<file path="src/rtl/cgra_config_loader.sv">
// -----------------------------------------------------------------------------
// cgra_config_loader
//
// Purpose:
//   Turns a packetised stream of 64-bit config words into write transactions
//   for the per-PE configuration RAMs of the CGRA array. A packet is one header
//   word followed by len_m1+1 payload words. Payload beats are written to
//   consecutive slots (wrapping mod DEPTH) of one PE, or of every PE on
//   broadcast. Malformed packets are flagged, counted and drained so the
//   stream never locks up.
//
// Header word layout:
//   [7:0]   pe_id   (8'hFF = broadcast)
//   [11:8]  start slot (low ADDR_WIDTH bits used)
//   [19:16] len_m1  (payload count - 1)
//
// Ports:
//   clk, rst_n     clock, asynchronous active-low reset
//   en             loader enable; s_ready follows it combinationally
//   s_valid/s_ready/s_data/s_last   input stream (beat taken on valid&&ready)
//   cfg_wr_en      registered write strobe, one-hot per PE or all-ones
//   cfg_wr_addr    registered slot address shared by all PEs
//   cfg_wr_data    registered config frame shared by all PEs
//   busy           high while in PAYLOAD or DRAIN
//   pkt_done       one-cycle pulse with the final write of a good packet
//   err_sticky     set on any protocol error, cleared only by reset
//   err_count      saturating count of erroneous packets
// -----------------------------------------------------------------------------
module cgra_config_loader #(
    parameter int NUM_PE     = 16,
    parameter int PE_ID_W    = $clog2(NUM_PE),
    parameter int DATA_WIDTH = 64,
    parameter int DEPTH      = 16,
    parameter int ADDR_WIDTH = $clog2(DEPTH)
) (
    input  logic                  clk,
    input  logic                  rst_n,
    input  logic                  en,
    input  logic                  s_valid,
    output logic                  s_ready,
    input  logic [DATA_WIDTH-1:0] s_data,
    input  logic                  s_last,
    output logic [NUM_PE-1:0]     cfg_wr_en,
    output logic [ADDR_WIDTH-1:0] cfg_wr_addr,
    output logic [DATA_WIDTH-1:0] cfg_wr_data,
    output logic                  busy,
    output logic                  pkt_done,
    output logic                  err_sticky,
    output logic [7:0]            err_count
);

    localparam int          LEN_W     = 4;
    localparam logic [7:0]  PE_BCAST  = 8'hFF;
    localparam logic [7:0]  NUM_PE_B  = 8'(NUM_PE);

    typedef enum logic [1:0] {
        ST_IDLE,
        ST_PAYLOAD,
        ST_DRAIN
    } state_e;

    state_e                state_q, state_d;
    logic                  bcast_q, bcast_d;
    logic                  bad_q, bad_d;
    logic [PE_ID_W-1:0]    target_q, target_d;
    logic [ADDR_WIDTH-1:0] slot_q, slot_d;
    logic [LEN_W-1:0]      remaining_q, remaining_d;
    logic [NUM_PE-1:0]     wr_en_q, wr_en_d;
    logic [ADDR_WIDTH-1:0] wr_addr_q, wr_addr_d;
    logic [DATA_WIDTH-1:0] wr_data_q, wr_data_d;
    logic                  pkt_done_q, pkt_done_d;
    logic                  err_sticky_q, err_sticky_d;
    logic [7:0]            err_count_q, err_count_d;

    logic                  beat;
    logic                  err_event;
    logic [7:0]            hdr_pe;
    logic                  hdr_pe_ok;
    logic [NUM_PE-1:0]     target_mask;

    assign s_ready   = en;
    assign beat      = s_valid && en;
    assign hdr_pe    = s_data[7:0];
    assign hdr_pe_ok = (hdr_pe < NUM_PE_B) || (hdr_pe == PE_BCAST);

    // Strobe pattern for the latched target of the packet in flight.
    always_comb begin
        // NOTE: every signal assigned in always_comb gets a default first so
        // no path leaves it unassigned and no latch is inferred.
        target_mask = '0;
        if (bcast_q) begin
            target_mask = '1;
        end else begin
            target_mask[target_q] = 1'b1;
        end
    end

    always_comb begin
        state_d      = state_q;
        bcast_d      = bcast_q;
        bad_d        = bad_q;
        target_d     = target_q;
        slot_d       = slot_q;
        remaining_d  = remaining_q;
        wr_en_d      = '0;
        wr_addr_d    = wr_addr_q;
        wr_data_d    = wr_data_q;
        pkt_done_d   = 1'b0;
        err_event    = 1'b0;

        unique case (state_q)
            ST_IDLE: begin
                if (beat) begin
                    if (s_last) begin
                        // Header with no payload behind it.
                        err_event = 1'b1;
                    end else begin
                        bcast_d     = (hdr_pe == PE_BCAST);
                        bad_d       = !hdr_pe_ok;
                        target_d    = hdr_pe[PE_ID_W-1:0];
                        slot_d      = s_data[8 +: ADDR_WIDTH];
                        remaining_d = s_data[19:16];
                        state_d     = ST_PAYLOAD;
                    end
                end
            end

            ST_PAYLOAD: begin
                if (beat) begin
                    // A bad target still consumes its payload, just silently.
                    if (!bad_q) begin
                        wr_en_d   = target_mask;
                        wr_addr_d = slot_q;
                        wr_data_d = s_data;
                    end
                    slot_d = slot_q + 1'b1;  // wraps mod DEPTH

                    if (remaining_q == '0) begin
                        if (s_last) begin
                            state_d = ST_IDLE;
                            if (bad_q) begin
                                err_event = 1'b1;
                            end else begin
                                pkt_done_d = 1'b1;
                            end
                        end else begin
                            // Overlong: swallow the excess beats.
                            err_event = 1'b1;
                            state_d   = ST_DRAIN;
                        end
                    end else if (s_last) begin
                        // Truncated: writes already issued stay issued.
                        err_event = 1'b1;
                        state_d   = ST_IDLE;
                    end else begin
                        remaining_d = remaining_q - 1'b1;
                    end
                end
            end

            ST_DRAIN: begin
                if (beat && s_last) begin
                    state_d = ST_IDLE;
                end
            end

            default: state_d = ST_IDLE;
        endcase

        // Each transition above raises err_event at most once per packet.
        err_sticky_d = err_sticky_q | err_event;
        err_count_d  = err_count_q;
        if (err_event && (err_count_q != 8'hFF)) begin
            err_count_d = err_count_q + 8'd1;
        end
    end

    always_ff @(posedge clk or negedge rst_n) begin
        if (!rst_n) begin
            state_q      <= ST_IDLE;
            bcast_q      <= 1'b0;
            bad_q        <= 1'b0;
            target_q     <= '0;
            slot_q       <= '0;
            remaining_q  <= '0;
            wr_en_q      <= '0;
            wr_addr_q    <= '0;
            wr_data_q    <= '0;
            pkt_done_q   <= 1'b0;
            err_sticky_q <= 1'b0;
            err_count_q  <= '0;
        end else begin
            // NOTE: sequential state uses non-blocking assignments so every
            // flop samples the pre-edge values regardless of statement order.
            state_q      <= state_d;
            bcast_q      <= bcast_d;
            bad_q        <= bad_d;
            target_q     <= target_d;
            slot_q       <= slot_d;
            remaining_q  <= remaining_d;
            wr_en_q      <= wr_en_d;
            wr_addr_q    <= wr_addr_d;
            wr_data_q    <= wr_data_d;
            pkt_done_q   <= pkt_done_d;
            err_sticky_q <= err_sticky_d;
            err_count_q  <= err_count_d;
        end
    end

    assign cfg_wr_en   = wr_en_q;
    assign cfg_wr_addr = wr_addr_q;
    assign cfg_wr_data = wr_data_q;
    assign pkt_done    = pkt_done_q;
    assign err_sticky  = err_sticky_q;
    assign err_count   = err_count_q;
    assign busy        = (state_q == ST_PAYLOAD) || (state_q == ST_DRAIN);

endmodule

</file>
<file path="config.mk">
export PLATFORM = sky130hd
export DESIGN_NAME = cgra_config_loader
export DESIGN_NICKNAME = d
export VERILOG_FILES = /design/src/rtl/cgra_config_loader.sv
export SDC_FILE = /design/constraint.sdc
export NUM_CORES = 1
export LEC_CHECK = 0
export CORE_UTILIZATION = 40
export CTS_CLUSTER_DIAMETER = 80
export CTS_CLUSTER_SIZE = 20
export DETAILED_ROUTE_END_ITERATION = 16
export PLACE_DENSITY = 0.73
export SLEW_MARGIN = 20
export SYNTH_ARGS = -nofsm -noshare
export SYNTH_HDL_FRONTEND = slang
export SYNTH_SLANG_ARGS = --single-unit
export TNS_END_PERCENT = 20
</file>
<file path="constraint.sdc">
create_clock -name clk -period 1.8 [get_ports clk]
set_input_delay 0.36 -clock clk [delete_from_list [all_inputs] [get_ports clk]]
set_output_delay 0.36 -clock clk [all_outputs]
set_load 0.02 [all_outputs]
</file>
==> impl_metrics.csv <==
group,metric,value,unit
run_status,run_status,"finished, final reports clean",
finish,drive_above_1_share,0.265,
floorplan,fp.dieH,108,um
synth,synth_largest_area_cell,"sky130_fd_sc_hd__dfrtp_1",
synth,synth_edf_count,0,
critical_path,cp.required,2010,ps
cts,worstSkewPairLatency,340,ps
pwr,pwr_density_cell,1670,nW/um2
floorplan,rows,38,
route,drc_errors,0,
critical_path,series_of_cell_instances_along_the_critical_path,"inv_2 -> ha_4 -> buf_4 -> nand4b_1 -> buf_6 -> buf_12 -> mux2_2",
synth,asyncSetResetFlopFracSynth,1.00,
placed_design,place.detailed.hpwl,7.77,mm
synth,netlist-cell-type-count,42,
finish,fill_cells,844,
cts,cts_htree_levels,3,
finish,diodes,0,
floorplan,die_area,11800,um2
sta,clock-skew-final,12.3,ps
synth,synth_flop_cell,"sky130_fd_sc_hd__dfrtp_1",
sta,slew_headroom,0.697,
floorplan,num_io_pins,165,
placed_design,gp_congestion,0.839,
cts,cts_tree,"built",
sta,timing.final.max_slew_violations,0,
route,postRouteWirelength,10.6,mm
synth,synth.area.top_cells,"sky130_fd_sc_hd__dfrtp_1 (61%), sky130_fd_sc_hd__mux2_2 (18%), sky130_fd_sc_hd__a21oi_1 (2.2%)",
finish,layout.cells.most_common,"sky130_fd_sc_hd__clkdlybuf4s50_1",
pwr,irDropWorstVdd,0.000839,V
floorplan,die_width,108,um
route,number_of_detailed_route_iterations_in_the_first_pass,6,
floorplan,core,10900,um2
synth,mappedNetlistNets,413,
sta,max_freq,0.563,GHz
pwr,power.leakage,3.05,nW
synth,syn-mean-instance-area,13.4,um2
critical_path,timing.critical_path.slowest_stage_cell,"sky130_fd_sc_hd__dfrtp_1",
min_path,holdCritPathClass,"in -> async",
synth,ys_seq_area_frac,0.607,
critical_path,cpPeakStageDelay,390,ps
global_routing,antenna_found_initial,0,
finish,post_route_cell_area,7020,um2
placed_design,io_buffer_count,164,
synth,synthesis.instances,337,
cts,cts.clk_slew.worst_paths,80,ps
cts,tritoncts_num_sinks,110,
sta,finalWorstPathRequiredPeriod,1780,ps
cts,clock-root-buffer,"sky130_fd_sc_hd__clkbuf_16",
job,cap_viol_max_count,0,
finish,commonest_non_fill_non_tap_cells_in_the_layout,"sky130_fd_sc_hd__clkdlybuf4s50_1 (158), sky130_fd_sc_hd__dfrtp_1 (110), sky130_fd_sc_hd__mux2_2 (73)",
global_routing,via_count_of_the_first_global_routing_pass,3350,
route,post_drt_via_cell_ratio,4.98,
finish,areaGrowthSynthToFinish,54.8,%
route,initialDrtViolationCount,150,
sta,worstMarginPinSlew,451,ps
sta,report.final.setup_viol,0,
route,drt.antenna.violating_nets,0,
critical_path,timing.critical_path.fanout_max,21,
pwr,totalPowerFinal,11.7,mW
global_routing,global_route_wire_length_before_repair,16.5,mm
placed_design,postPlaceCellArea,6600,um2
critical_path,cp-start-kind,"flip-flop",
route,wl_per_cell,15.6,um
critical_path,critical_path.endpoint_type,"flip-flop",
global_routing,grt_max_degree,45,
global_routing,gr-total-overflow,0,
synth,synth.cell_area,4530,um2
floorplan,floorplan.initialDensity,0.414,
sta,rsz0062_at_grt,"true",
critical_path,cp_data_arrival_time,1990,ps
sta,fin_crit_sh,0.988,
cts,longest_clk_path_bufs,2,
critical_path,critPathKind,"reg -> reg",
route,route.vias.total,3389,
finish,final_nets,611,
synth,synth_warnings,0,
synth,synth_top_area_share,0.607,
cts,cts_buffers,9,
sta,report.final.hold_viol_count,0,
synth,synth_seq_cells,110,
global_routing,global_route_total_usage_across_every_layer,0.182,
-- worst paths after layout --
kind | from | to | slack [ps] | cells past startpoint
max | state_q[1] | cfg_wr_data[54] | 20 | 7
min in group clk | cfg_wr_addr[0] | cfg_wr_addr[0] | 500 | 2
max reg2reg | state_q[1] | cfg_wr_data[54] | 20 | 7
min | rst_n | cfg_wr_data[28] | 480 | 2
min reg2reg | cfg_wr_addr[0] | cfg_wr_addr[0] | 500 | 2
max in group asynchronous | rst_n | cfg_wr_data[40] | 750 | 3
-- per-layer routing --
metal  global-route usage  vias up  part of all wire
met5                    0        -                 0
met4               0.0705        0            0.0098
met3               0.0446        8             0.075
met2                0.302      125              0.50
met1                0.229     1649              0.41
li1                     -     1607                 -
-- synth_stat cells (6+ instances only) --
master                    instances
sky130_fd_sc_hd__nand2_1          6
sky130_fd_sc_hd__nor2_1          24
sky130_fd_sc_hd__ha_1             7
sky130_fd_sc_hd__a21oi_1         20
sky130_fd_sc_hd__inv_1            8
sky130_fd_sc_hd__dfrtp_1        110
sky130_fd_sc_hd__buf_2            6
sky130_fd_sc_hd__a31oi_1          8
sky130_fd_sc_hd__mux2_2          73
sky130_fd_sc_hd__xor2_1           7
sky130_fd_sc_hd__o22ai_1          6
-- layout make-up --
| cell class | count | area (um2) | area share |
|---|---|---|---|
| clock inverters | 7 | 105 | 0.0150 |
| well taps | 140 | 175 | 0.0250 |
| inverters | 8 | 30.0 | 0.00428 |
| repair buffers | 202 | 1990 | 0.283 |
| clock buffers | 9 | 225 | 0.0321 |
| flip-flops and latches | 110 | 2750 | 0.392 |
| multi-input cells | 204 | 1740 | 0.248 |
-- worst max-delay path: cells and delay by family, from the launching register on --
family	cells	cell delay (ps)
mux	1	350
buf+inv	4	570
flops	1	390
fa+ha+maj	1	180
simple gates	1	150
-- power by group --
group / total (mW) / leakage, nW / internal [mW] / switching (mW)
clock network: 2.14 / 0.158 / 1.24 / 0.899
logic: 5.49 / 1.52 / 2.96 / 2.52
registers: 4.10 / 1.37 / 3.45 / 0.650
total: 11.7 / 3.05 / 7.65 / 4.07
-- sequential cells by signal, indices dropped and copies added (netlist names) --
name,cells
err_sticky,1
bad_q,1
state_q,2
bcast_q,1
cfg_wr_addr,4
err_count,8
cfg_wr_data,64
slot_q,4
cfg_wr_en,16
target_q,4
pkt_done,1
remaining_q,4
-- per-stage QoR --
stage                     std cells  hold WS [ps]   util  setup TNS [ps]  setup slack [ps]
after floorplan                 337          64.4      -               0              10.2
after global routing            680           493  0.642            -673             -75.4
after detailed placement        660           309  0.603           -4080             -98.4
after CTS                       677           483  0.636            -310             -34.7
final                           680           477  0.642               0              22.3
after global placement          660           307  0.603           -1640              -104
-- cells by family (layout without fill, tap and decap cells) --
kind of cell | count (synthesis) | count (layout) | share of synthesized area
DFF | 110 | 110 | 0.607
xor gates and xnor gates | 7 | 7 | 0.0135
adders and majority gates | 7 | 7 | 0.0193
buffers and inverters | 23 | 226 | 0.0215
and+or+nand+nor | 62 | 62 | 0.0732
muxes | 79 | 79 | 0.198
AOI/OAI and AO/OA | 49 | 49 | 0.0674
-- what timing repair did --
action,in CTS,in global routing
resized for setup,9,12
endpoints found under the setup margin,79,85
buffers inserted,0,3
hold buffers,1,0
pin swaps,0,1
endpoints found under the hold margin,25,0
(Power assumes the default switching activity.)
